## src/rtl/pipeline_memory_stage_if.sv

```systemverilog
// Bundle of execute-side, writeback-side and data-memory-side signals of the MEM stage.
// master = the stage itself, slave = its environment (execute, writeback, memory).
interface pipeline_memory_stage_if #(
  parameter int DATA_W = 16,
  parameter int ADDR_W = 16
);
  // Handshakes: a transfer happens on a clock edge where valid and ready are both 1
  // (execute_done/execute_ready, memory_done/writeback_ready). A raised valid keeps its
  // payload stable until that edge. mem_req likewise holds mem_we/addr/wdata stable until
  // an edge with mem_ready=1, which completes the access and carries mem_rdata.
  logic              execute_done;
  logic              execute_ready;
  logic              execute_is_dependent;
  logic [DATA_W-1:0] execute_result;
  logic [DATA_W-1:0] execute_store_data;
  logic [15:0]       execute_instr;
  logic              memory_done;
  logic              writeback_ready;
  logic              memory_is_dependent;
  logic [DATA_W-1:0] memory_result;
  logic [15:0]       memory_instr;
  logic              mem_req;
  logic              mem_we;
  logic [ADDR_W-1:0] mem_addr;
  logic [DATA_W-1:0] mem_wdata;
  logic [DATA_W-1:0] mem_rdata;
  logic              mem_ready;
  logic              memory_fault;

  modport master (
    input  execute_done, execute_is_dependent, execute_result, execute_store_data,
           execute_instr, writeback_ready, mem_rdata, mem_ready,
    output execute_ready, memory_done, memory_is_dependent, memory_result, memory_instr,
           mem_req, mem_we, mem_addr, mem_wdata, memory_fault
  );

  modport slave (
    output execute_done, execute_is_dependent, execute_result, execute_store_data,
           execute_instr, writeback_ready, mem_rdata, mem_ready,
    input  execute_ready, memory_done, memory_is_dependent, memory_result, memory_instr,
           mem_req, mem_we, mem_addr, mem_wdata, memory_fault
  );
endinterface

```

## src/rtl/pipeline_memory_stage.sv

```systemverilog
// TSP16 MEM stage: single-cycle pass-through for ALU ops, blocking handshake for loads/stores.
// Optional access watchdog enabled by defining MEM_TIMEOUT_EN.
module pipeline_memory_stage #(
  parameter int          DATA_W         = 16,
  parameter int          ADDR_W         = 16,
  parameter logic [3:0]  LOAD_OP        = 4'b0100,
  parameter logic [3:0]  STORE_OP       = 4'b0101,
  parameter int          TIMEOUT_CYCLES = 64
) (
  input  logic                    clk,
  input  logic                    reset,
  pipeline_memory_stage_if.master bus,
  output logic                    state_dbg
);

  if (ADDR_W > DATA_W || TIMEOUT_CYCLES < 1) begin : g_bad_params
    $error("pipeline_memory_stage: need ADDR_W <= DATA_W and TIMEOUT_CYCLES >= 1");
  end

  typedef enum logic {IDLE = 1'b0, ACCESS = 1'b1} state_t;

  state_t            state, state_n;
  logic              req_q, req_n;
  logic              we_q, we_n;
  logic [ADDR_W-1:0] addr_q, addr_n;
  logic [DATA_W-1:0] wdata_q, wdata_n;
  logic              is_load_q, is_load_n;
  logic              done_q, done_n;
  logic [DATA_W-1:0] result_q, result_n;
  logic [15:0]       instr_q, instr_n;
  logic              dep_q, dep_n;
  logic              fault_q, fault_n;

  logic              consume, ready, accept, op_load, op_store;
  logic [DATA_W-1:0] addr_ext;

  assign op_load  = (bus.execute_instr[15:12] == LOAD_OP);
  assign op_store = (bus.execute_instr[15:12] == STORE_OP);
  assign consume  = done_q && bus.writeback_ready;
  assign ready    = (state == IDLE) && (!done_q || bus.writeback_ready);
  assign accept   = bus.execute_done && ready;

`ifdef MEM_TIMEOUT_EN
  localparam int CNT_W = $clog2(TIMEOUT_CYCLES + 1);
  logic [CNT_W-1:0] cnt_q;
  logic             expired;

  assign expired = (cnt_q == CNT_W'(TIMEOUT_CYCLES - 1));

  // Clearing while IDLE means the count always starts from zero on entry to ACCESS.
  always_ff @(posedge clk or negedge reset) begin
    if (!reset)                                cnt_q <= '0;
    else if (state == IDLE)                    cnt_q <= '0;
    else if (!bus.mem_ready && !expired)       cnt_q <= cnt_q + 1'b1;
  end
`endif

  always_comb begin
    addr_ext = '0;
    addr_ext[ADDR_W-1:0] = addr_q;
  end

  always_comb begin
    state_n   = state;
    req_n     = req_q;
    we_n      = we_q;
    addr_n    = addr_q;
    wdata_n   = wdata_q;
    is_load_n = is_load_q;
    done_n    = done_q;
    result_n  = result_q;
    instr_n   = instr_q;
    dep_n     = dep_q;
    fault_n   = fault_q;
    case (state)
      IDLE: begin
        if (consume) done_n = 1'b0;
        // Accept implies the output register is free (or being consumed this edge).
        if (accept) begin
          instr_n = bus.execute_instr;
          dep_n   = bus.execute_is_dependent;
          if (op_load || op_store) begin
            addr_n    = bus.execute_result[ADDR_W-1:0];
            wdata_n   = bus.execute_store_data;
            req_n     = 1'b1;
            we_n      = op_store;
            is_load_n = op_load;
            state_n   = ACCESS;
          end else begin
            result_n = bus.execute_result;
            done_n   = 1'b1;
          end
        end
      end
      ACCESS: begin
        if (bus.mem_ready) begin
          req_n    = 1'b0;
          done_n   = 1'b1;
          result_n = is_load_q ? bus.mem_rdata : addr_ext;
          state_n  = IDLE;
        end
`ifdef MEM_TIMEOUT_EN
        else if (expired) begin
          req_n    = 1'b0;
          done_n   = 1'b1;
          result_n = '0;
          fault_n  = 1'b1;
          state_n  = IDLE;
        end
`endif
      end
      default: state_n = IDLE;
    endcase
  end

  always_ff @(posedge clk or negedge reset) begin
    if (!reset) begin
      state     <= IDLE;
      req_q     <= 1'b0;
      we_q      <= 1'b0;
      addr_q    <= '0;
      wdata_q   <= '0;
      is_load_q <= 1'b0;
      done_q    <= 1'b0;
      result_q  <= '0;
      instr_q   <= '0;
      dep_q     <= 1'b0;
      fault_q   <= 1'b0;
    end else begin
      state     <= state_n;
      req_q     <= req_n;
      we_q      <= we_n;
      addr_q    <= addr_n;
      wdata_q   <= wdata_n;
      is_load_q <= is_load_n;
      done_q    <= done_n;
      result_q  <= result_n;
      instr_q   <= instr_n;
      dep_q     <= dep_n;
      fault_q   <= fault_n;
    end
  end

  assign bus.execute_ready       = ready;
  assign bus.memory_done         = done_q;
  assign bus.memory_result       = result_q;
  assign bus.memory_instr        = instr_q;
  assign bus.memory_is_dependent = dep_q;
  assign bus.mem_req             = req_q;
  assign bus.mem_we              = we_q;
  assign bus.mem_addr            = addr_q;
  assign bus.mem_wdata           = wdata_q;
`ifdef MEM_TIMEOUT_EN
  assign bus.memory_fault        = fault_q;
`else
  assign bus.memory_fault        = 1'b0;
`endif
  assign state_dbg               = (state == ACCESS);

endmodule
```

## src/flat_wrapper.sv

```systemverilog
// flat-port wrapper written by rule: the top's interface ports become plain ports
module pipeline_memory_stage_flat 
#(
  parameter int          DATA_W         = 16,
  parameter int          ADDR_W         = 16,
  parameter logic [3:0]  LOAD_OP        = 4'b0100,
  parameter logic [3:0]  STORE_OP       = 4'b0101,
  parameter int          TIMEOUT_CYCLES = 64
)
  (clk, reset, state_dbg, bus_execute_done, bus_execute_is_dependent, bus_execute_result, bus_execute_store_data, bus_execute_instr, bus_writeback_ready, bus_mem_rdata, bus_mem_ready, bus_execute_ready, bus_memory_done, bus_memory_is_dependent, bus_memory_result, bus_memory_instr, bus_mem_req, bus_mem_we, bus_mem_addr, bus_mem_wdata, bus_memory_fault);
  pipeline_memory_stage_if #(.DATA_W(DATA_W), .ADDR_W(ADDR_W)) bus_i ();
  input  logic clk;
  input  logic reset;
  output logic state_dbg;
  input wire logic [$bits(bus_i.execute_done)-1:0] bus_execute_done;
  input wire logic [$bits(bus_i.execute_is_dependent)-1:0] bus_execute_is_dependent;
  input wire logic [$bits(bus_i.execute_result)-1:0] bus_execute_result;
  input wire logic [$bits(bus_i.execute_store_data)-1:0] bus_execute_store_data;
  input wire logic [$bits(bus_i.execute_instr)-1:0] bus_execute_instr;
  input wire logic [$bits(bus_i.writeback_ready)-1:0] bus_writeback_ready;
  input wire logic [$bits(bus_i.mem_rdata)-1:0] bus_mem_rdata;
  input wire logic [$bits(bus_i.mem_ready)-1:0] bus_mem_ready;
  output wire logic [$bits(bus_i.execute_ready)-1:0] bus_execute_ready;
  output wire logic [$bits(bus_i.memory_done)-1:0] bus_memory_done;
  output wire logic [$bits(bus_i.memory_is_dependent)-1:0] bus_memory_is_dependent;
  output wire logic [$bits(bus_i.memory_result)-1:0] bus_memory_result;
  output wire logic [$bits(bus_i.memory_instr)-1:0] bus_memory_instr;
  output wire logic [$bits(bus_i.mem_req)-1:0] bus_mem_req;
  output wire logic [$bits(bus_i.mem_we)-1:0] bus_mem_we;
  output wire logic [$bits(bus_i.mem_addr)-1:0] bus_mem_addr;
  output wire logic [$bits(bus_i.mem_wdata)-1:0] bus_mem_wdata;
  output wire logic [$bits(bus_i.memory_fault)-1:0] bus_memory_fault;
  assign bus_i.execute_done = bus_execute_done;
  assign bus_i.execute_is_dependent = bus_execute_is_dependent;
  assign bus_i.execute_result = bus_execute_result;
  assign bus_i.execute_store_data = bus_execute_store_data;
  assign bus_i.execute_instr = bus_execute_instr;
  assign bus_i.writeback_ready = bus_writeback_ready;
  assign bus_i.mem_rdata = bus_mem_rdata;
  assign bus_i.mem_ready = bus_mem_ready;
  assign bus_execute_ready = bus_i.execute_ready;
  assign bus_memory_done = bus_i.memory_done;
  assign bus_memory_is_dependent = bus_i.memory_is_dependent;
  assign bus_memory_result = bus_i.memory_result;
  assign bus_memory_instr = bus_i.memory_instr;
  assign bus_mem_req = bus_i.mem_req;
  assign bus_mem_we = bus_i.mem_we;
  assign bus_mem_addr = bus_i.mem_addr;
  assign bus_mem_wdata = bus_i.mem_wdata;
  assign bus_memory_fault = bus_i.memory_fault;
  pipeline_memory_stage #(.DATA_W(DATA_W), .ADDR_W(ADDR_W), .LOAD_OP(LOAD_OP), .STORE_OP(STORE_OP), .TIMEOUT_CYCLES(TIMEOUT_CYCLES)) u_core (.clk(clk), .reset(reset), .bus(bus_i), .state_dbg(state_dbg));
endmodule
```

## config.mk

```make
export PLATFORM = sky130hd
export DESIGN_NAME = pipeline_memory_stage_flat
export DESIGN_NICKNAME = d
export VERILOG_FILES = /design/src/rtl/pipeline_memory_stage_if.sv /design/src/rtl/pipeline_memory_stage.sv /design/src/flat_wrapper.sv
export SDC_FILE = /design/constraint.sdc
export NUM_CORES = 1
export LEC_CHECK = 0
export CORE_MARGIN = 2
export CORE_UTILIZATION = 41
export DETAILED_ROUTE_END_ITERATION = 12
export MAX_ROUTING_LAYER = met4
export PLACE_DENSITY = 0.79
export SLEW_MARGIN = 20
export SYNTH_ARGS = -nofsm -noshare
export SYNTH_HDL_FRONTEND = slang
export SYNTH_SLANG_ARGS = --single-unit
export TNS_END_PERCENT = 20
```

## constraint.sdc

```tcl
create_clock -name clk -period 2.23 [get_ports clk]
set_input_delay 0.3345 -clock clk [delete_from_list [all_inputs] [get_ports clk]]
set_output_delay 0.3345 -clock clk [all_outputs]
set_load 0.01 [all_outputs]
```

==> flow_metrics.env, run 1 <==
export IMPL_avgSynthCellArea_um2=14.3
export IMPL_setup_viol=0
export IMPL_p_leak_nw=2.03
export IMPL_wl_per_cell_um=15.9
export IMPL_cp_data_required_time_ps=1900
export IMPL_layout_common_cells="clkdlybuf4s50_1, dfrtp_1, mux2_2"
export IMPL_final_util=0.651
export IMPL_grt_pass1_wl_mm=12.2
export IMPL_syn_instance_count=216
export IMPL_clock_latency_ps=330
export IMPL_num_vias=2246
export IMPL_totalPowerFinal_mw=4.35
export IMPL_maxSlewViolCount=0
export IMPL_critical_path_class="input port to output port"
export IMPL_cts_made_buffers=9
export IMPL_max_cap_viol_count=0
export IMPL_gp_congestion=0.730
export IMPL_grt_pass1_vias=2440
export IMPL_drc_errors=0
export IMPL_worstPathMaxFanout=3
export IMPL_status="complete, no violations"
export IMPL_start_kind="input port"
export IMPL_gr_usage_all_layers=0.191
export IMPL_stdcell_count=463
export IMPL_yosysSeqAreaShare=0.568
export IMPL_syn_area_um2=3080
export IMPL_tightest_slew_ps=872
export IMPL_cts_htree_levels=3
export IMPL_dr_pass1_iters=4
export IMPL_nets=430
export IMPL_cts_root_buf="clkbuf_8"
export IMPL_ant_nets=0
export IMPL_final_area_um2=4720
export IMPL_dieArea_um2=8230
export IMPL_path_clk_slew_ps=70
export IMPL_row_count=31
export IMPL_die_h_um=90.7
export IMPL_hp_class="input port to asynchronous set/reset pin"
export IMPL_whs_ps=113
export IMPL_diodes=0
export IMPL_clkSinkCount=70
export IMPL_arrival_ps=1720
export IMPL_ir_drop_v=0.000483
export IMPL_start_util=0.425
export IMPL_cts_buffer_depth=2
export IMPL_portBuffers=139
export IMPL_mostFrequentLayoutCell="clkdlybuf4s50_1"
export IMPL_min_period_over_period=0.922
export IMPL_postCtsHoldBufs=0
export IMPL_dp_cells=448
export IMPL_rsz0062_at_grt="no"
export IMPL_critical_path_endpoint_type="output port"
export IMPL_post_cts_resized=0
export IMPL_finalHoldViolations=0
export IMPL_gr_total_overflow=0
export IMPL_power_density_nw_per_um2=921
export IMPL_timing_final_ws_setup_ps=174
export IMPL_post_place_ws_ps=181
export IMPL_cts_tree="yes"
export IMPL_die_w_um=90.7
export IMPL_synth_seq_cells=70
export IMPL_synth_nets=286
export IMPL_ys_types=24
export IMPL_clock_skew_ps=3.47
export IMPL_antenna_found_initial=0
export IMPL_relSlewSlack=0.419
export IMPL_period_needed_ps=2060
export IMPL_dpl_cell_area_um2=4550
export IMPL_io_pins=141
export IMPL_tns_ps=0
export IMPL_place_hpwl_mm=5.35
export IMPL_syn_to_final_growth_pct=53.1
export IMPL_ys_warn_count=0
export IMPL_drtIter0Drc=57
export IMPL_viasPerCell=4.85
export IMPL_fmax_mhz=486
export IMPL_drive_gt1_frac=0.245
export IMPL_cts_setup_buffers=0
export IMPL_core_area_um2=7250
export IMPL_wl_mm=7.37
export IMPL_grt_max_degree=71
[Yosys cell counts (all sizes together)]
master / count / area share
o22ai: 1 / 0.0020
inv: 1 / 0.0012
nand2: 4 / 0.0049
nand2b: 2 / 0.0065
clkbuf: 3 / 0.0037
nor3b: 1 / 0.0061
dfrtp: 70 / 0.57
conb: 1 / 0.0012
and2b: 1 / 0.0024
buf: 9 / 0.029
mux2i: 16 / 0.052
nor2b: 1 / 0.0020
o21ai: 1 / 0.0016
nand3: 1 / 0.0057
a21oi: 16 / 0.026
nor2: 19 / 0.023
o31ai: 1 / 0.0069
a31oi: 2 / 0.0041
mux2: 66 / 0.25
[worst max-delay path: stages]
cell and delay (ps):
clkdlybuf4s50_1 460, and2b_1 220, nor2_1 130, clkdlybuf4s50_1 570
[kinds of logic after synthesis]
logic type,share of synthesized area
and+or+nand+nor,0.0507
muxes,0.305
AOI/OAI and AO/OA,0.0406
DFF,0.568
buffers and inverters,0.0341
other,0.00122
[report_power, final]
group          switching (mW)  leakage, nW  total [mW]  internal (mW)
Clock                   0.434       0.0865       0.893          0.459
Combinational           0.593         1.11        1.65           1.05
Sequential              0.200        0.834        1.81           1.61
Total                    1.23         2.03        4.35           3.12
[layer usage]
metal  vias to the layer above  track usage  wire (um)
met1                      1095        0.238       3290
met4                         0       0.0679         88
met3                        10       0.0509        462
met5                         -            -          0
li1                       1049            -          -
met2                        92        0.301       3530
[state kept, by name, summed over array words and instances (netlist names)]
signal / cells
u_core.bus.mem_we: 1
u_core.bus.memory_done: 1
u_core.bus.mem_addr: 16
u_core.state_dbg: 1
u_core.bus.memory_instr: 16
u_core.bus.memory_is_dependent: 1
u_core.bus.memory_result: 16
u_core.is_load_q: 1
u_core.bus.mem_wdata: 16
u_core.bus.mem_req: 1
[path summary, 6_finish.rpt]
path	cells after the start	slack (ps)	endpoint	startpoint
setup reg to reg	4	540	u_core.bus.memory_result[0]$_DFFE_PN0P_	u_core.state_dbg$_DFF_PN0_
hold reg to reg	2	470	u_core.bus.mem_req$_DFFE_PN0P_	u_core.bus.mem_req$_DFFE_PN0P_
setup / recovery	4	170	bus_execute_ready	bus_writeback_ready
min in group clk	2	470	u_core.bus.mem_req$_DFFE_PN0P_	u_core.bus.mem_req$_DFFE_PN0P_
max in group asynchronous	1	1550	u_core.bus.memory_instr[11]$_DFFE_PN0P_	reset
hold / removal	1	110	u_core.bus.mem_addr[3]$_DFFE_PN0P_	reset
[area by class of cell]
| class | instances | area (um^2) |
|---|---|---|
| Clock buffer | 14 | 163 |
| Fill cell | 590 | 2530 |
| Tap cell | 99 | 124 |
| Sequential cell | 70 | 1750 |
| Multi-Input combinational cell | 133 | 1230 |
| Clock inverter | 1 | 5.00 |
| Inverter | 1 | 3.75 |
| Timing Repair Buffer | 145 | 1450 |
No activity file was read; power rests on OpenSTA's default activity.
==> run 2: changes to the inputs <==
--- a/config.mk
+++ b/config.mk
@@ -10,6 +10,7 @@
 export DETAILED_ROUTE_END_ITERATION = 12
 export MAX_ROUTING_LAYER = met4
 export PLACE_DENSITY = 0.79
+export REMOVE_ABC_BUFFERS = 1
 export SLEW_MARGIN = 20
 export SYNTH_ARGS = -nofsm -noshare
 export SYNTH_HDL_FRONTEND = slang
==> flow_metrics.env, run 2 (same netlist as run 1, synthesis figures left out) <==
export IMPL_ir_drop_v=0.000546
export IMPL_cts_buffer_depth=2
export IMPL_status="complete, no violations"
export IMPL_ant_nets=0
export IMPL_p_switching_mw=1.25
export IMPL_portBuffers=139
export IMPL_layout_common_cells="clkdlybuf4s50_1, dfrtp_1, mux2_2"
export IMPL_p_int_mw=3.41
export IMPL_grt_pass1_vias=2400
export IMPL_critical_path_class="input port to output port"
export IMPL_pwr_share_clk=0.257
export IMPL_clock_skew_ps=5.56
export IMPL_grt_pass1_wl_mm=11.9
export IMPL_start_kind="input port"
export IMPL_cts_made_buffers=9
export IMPL_min_period_over_period=0.922
export IMPL_dpl_cell_area_um2=4570
export IMPL_drive_gt1_frac=0.248
export IMPL_multiInputGateArea_um2=1230
export IMPL_cp_data_required_time_ps=1900
export IMPL_dr_pass1_iters=4
export IMPL_totalPowerFinal_mw=4.65
export IMPL_arrival_ps=1720
export IMPL_seq_area_um2=1750
export IMPL_rsz0062_at_grt="no"
export IMPL_diodes=0
export IMPL_die_h_um=90.7
export IMPL_num_vias=2233
export IMPL_p_leak_nw=2.07
export IMPL_max_cap_viol_count=0
export IMPL_place_hpwl_mm=5.20
export IMPL_maxSlewViolCount=0
export IMPL_wl_mm=7.26
export IMPL_finalHoldViolations=0
export IMPL_cts_setup_buffers=0
export IMPL_antenna_found_initial=0
export IMPL_viasPerCell=4.79
export IMPL_tns_ps=0
export IMPL_cts_root_buf="clkbuf_8"
export IMPL_nets=432
export IMPL_row_count=31
export IMPL_drtIter0Drc=67
export IMPL_grt_max_degree=69
export IMPL_drc_errors=0
export IMPL_worstPathMaxFanout=3
export IMPL_postCtsHoldBufs=1
export IMPL_swShare=0.268
export IMPL_dieArea_um2=8230
export IMPL_start_util=0.425
export IMPL_gr_total_overflow=0
export IMPL_setup_viol=0
export IMPL_hp_class="input port to asynchronous set/reset pin"
export IMPL_fmax_mhz=487
export IMPL_seqPwrFrac=0.388
export IMPL_clock_latency_ps=320
export IMPL_mostFrequentLayoutCell="clkdlybuf4s50_1"
export IMPL_gp_congestion=0.779
export IMPL_syn_to_final_growth_pct=56.0
export IMPL_wl_per_cell_um=15.6
export IMPL_p_comb_frac=0.355
export IMPL_fillCellCount=549
export IMPL_core_area_um2=7250
export IMPL_post_cts_resized=0
export IMPL_power_density_nw_per_um2=968
export IMPL_final_area_um2=4810
export IMPL_io_pins=141
export IMPL_period_needed_ps=2060
export IMPL_clkSinkCount=70
export IMPL_gr_usage_all_layers=0.189
export IMPL_critical_path_endpoint_type="output port"
export IMPL_path_clk_slew_ps=70
export IMPL_cts_tree="yes"
export IMPL_whs_ps=334
export IMPL_cts_htree_levels=3
export IMPL_die_w_um=90.7
==> run 2: cell types whose count changed in the layout (fill, tap and decap cells not counted), sizes merged <==
cell         change
buf              +1
dlygate4sd3      +1
bufinv           +3
clkbuf           -2
==> run 2: power by group through the flow <==
| stage | clock network, mW | registers (mW) | logic (mW) |
|---|---|---|---|
| after detailed placement | 0 | 1.83 | 1.67 |
| final | 1.19 | 1.81 | 1.65 |
| after floorplan | 0 | 2.00 | 0.500 |
| after CTS | 1.23 | 1.81 | 1.67 |
| after global routing | 1.29 | 1.86 | 1.75 |
| after global placement | 0 | 1.81 | 1.64 |
==> run 2: metal layers <==
layer  up-vias  part of all wire  track usage
met5         -                 0            -
met4         0             0.010       0.0577
met3         7             0.064       0.0476
met2        92              0.50        0.303
met1      1083              0.43        0.236
li1       1051                 -            -
==> run 2: worst paths after layout <==
check	start	end	slack [ps]	depth (start not counted)
setup / recovery	bus_writeback_ready	bus_execute_ready	170	4
hold / removal	reset	u_core.bus.mem_addr[6]$_DFFE_PN0P_	330	2
setup reg to reg	u_core.state_dbg$_DFF_PN0_	u_core.bus.memory_result[4]$_DFFE_PN0P_	630	4
hold reg to reg	u_core.bus.mem_req$_DFFE_PN0P_	u_core.bus.mem_req$_DFFE_PN0P_	500	2
max in group asynchronous	reset	u_core.bus.mem_wdata[9]$_DFFE_PN0P_	1340	3
min in group clk	u_core.bus.mem_req$_DFFE_PN0P_	u_core.bus.mem_req$_DFFE_PN0P_	500	2
==> run 2: worst max-delay path: stages <==
cell and delay (ps):
clkdlybuf4s50_1 470, and2b_1 220, nor2_1 140, clkdlybuf4s50_1 560
==> run 2: area by class of cell <==
class,instances,share of cell area
well taps,99,0.0258
clock inverters,4,0.0198
inverters,1,0.000780
flip-flops and latches,70,0.364
clock buffers,12,0.0281
repair buffers,147,0.306
multi-input cells,133,0.255
==> run 2: metrics by stage <==
step	util	worst slack, ps	cells
floorplan	-	34.4	204
global placement	0.630	188	449
detailed placement	0.630	176	449
CTS	0.663	167	466
global route	0.663	121	466
finish	0.663	175	466
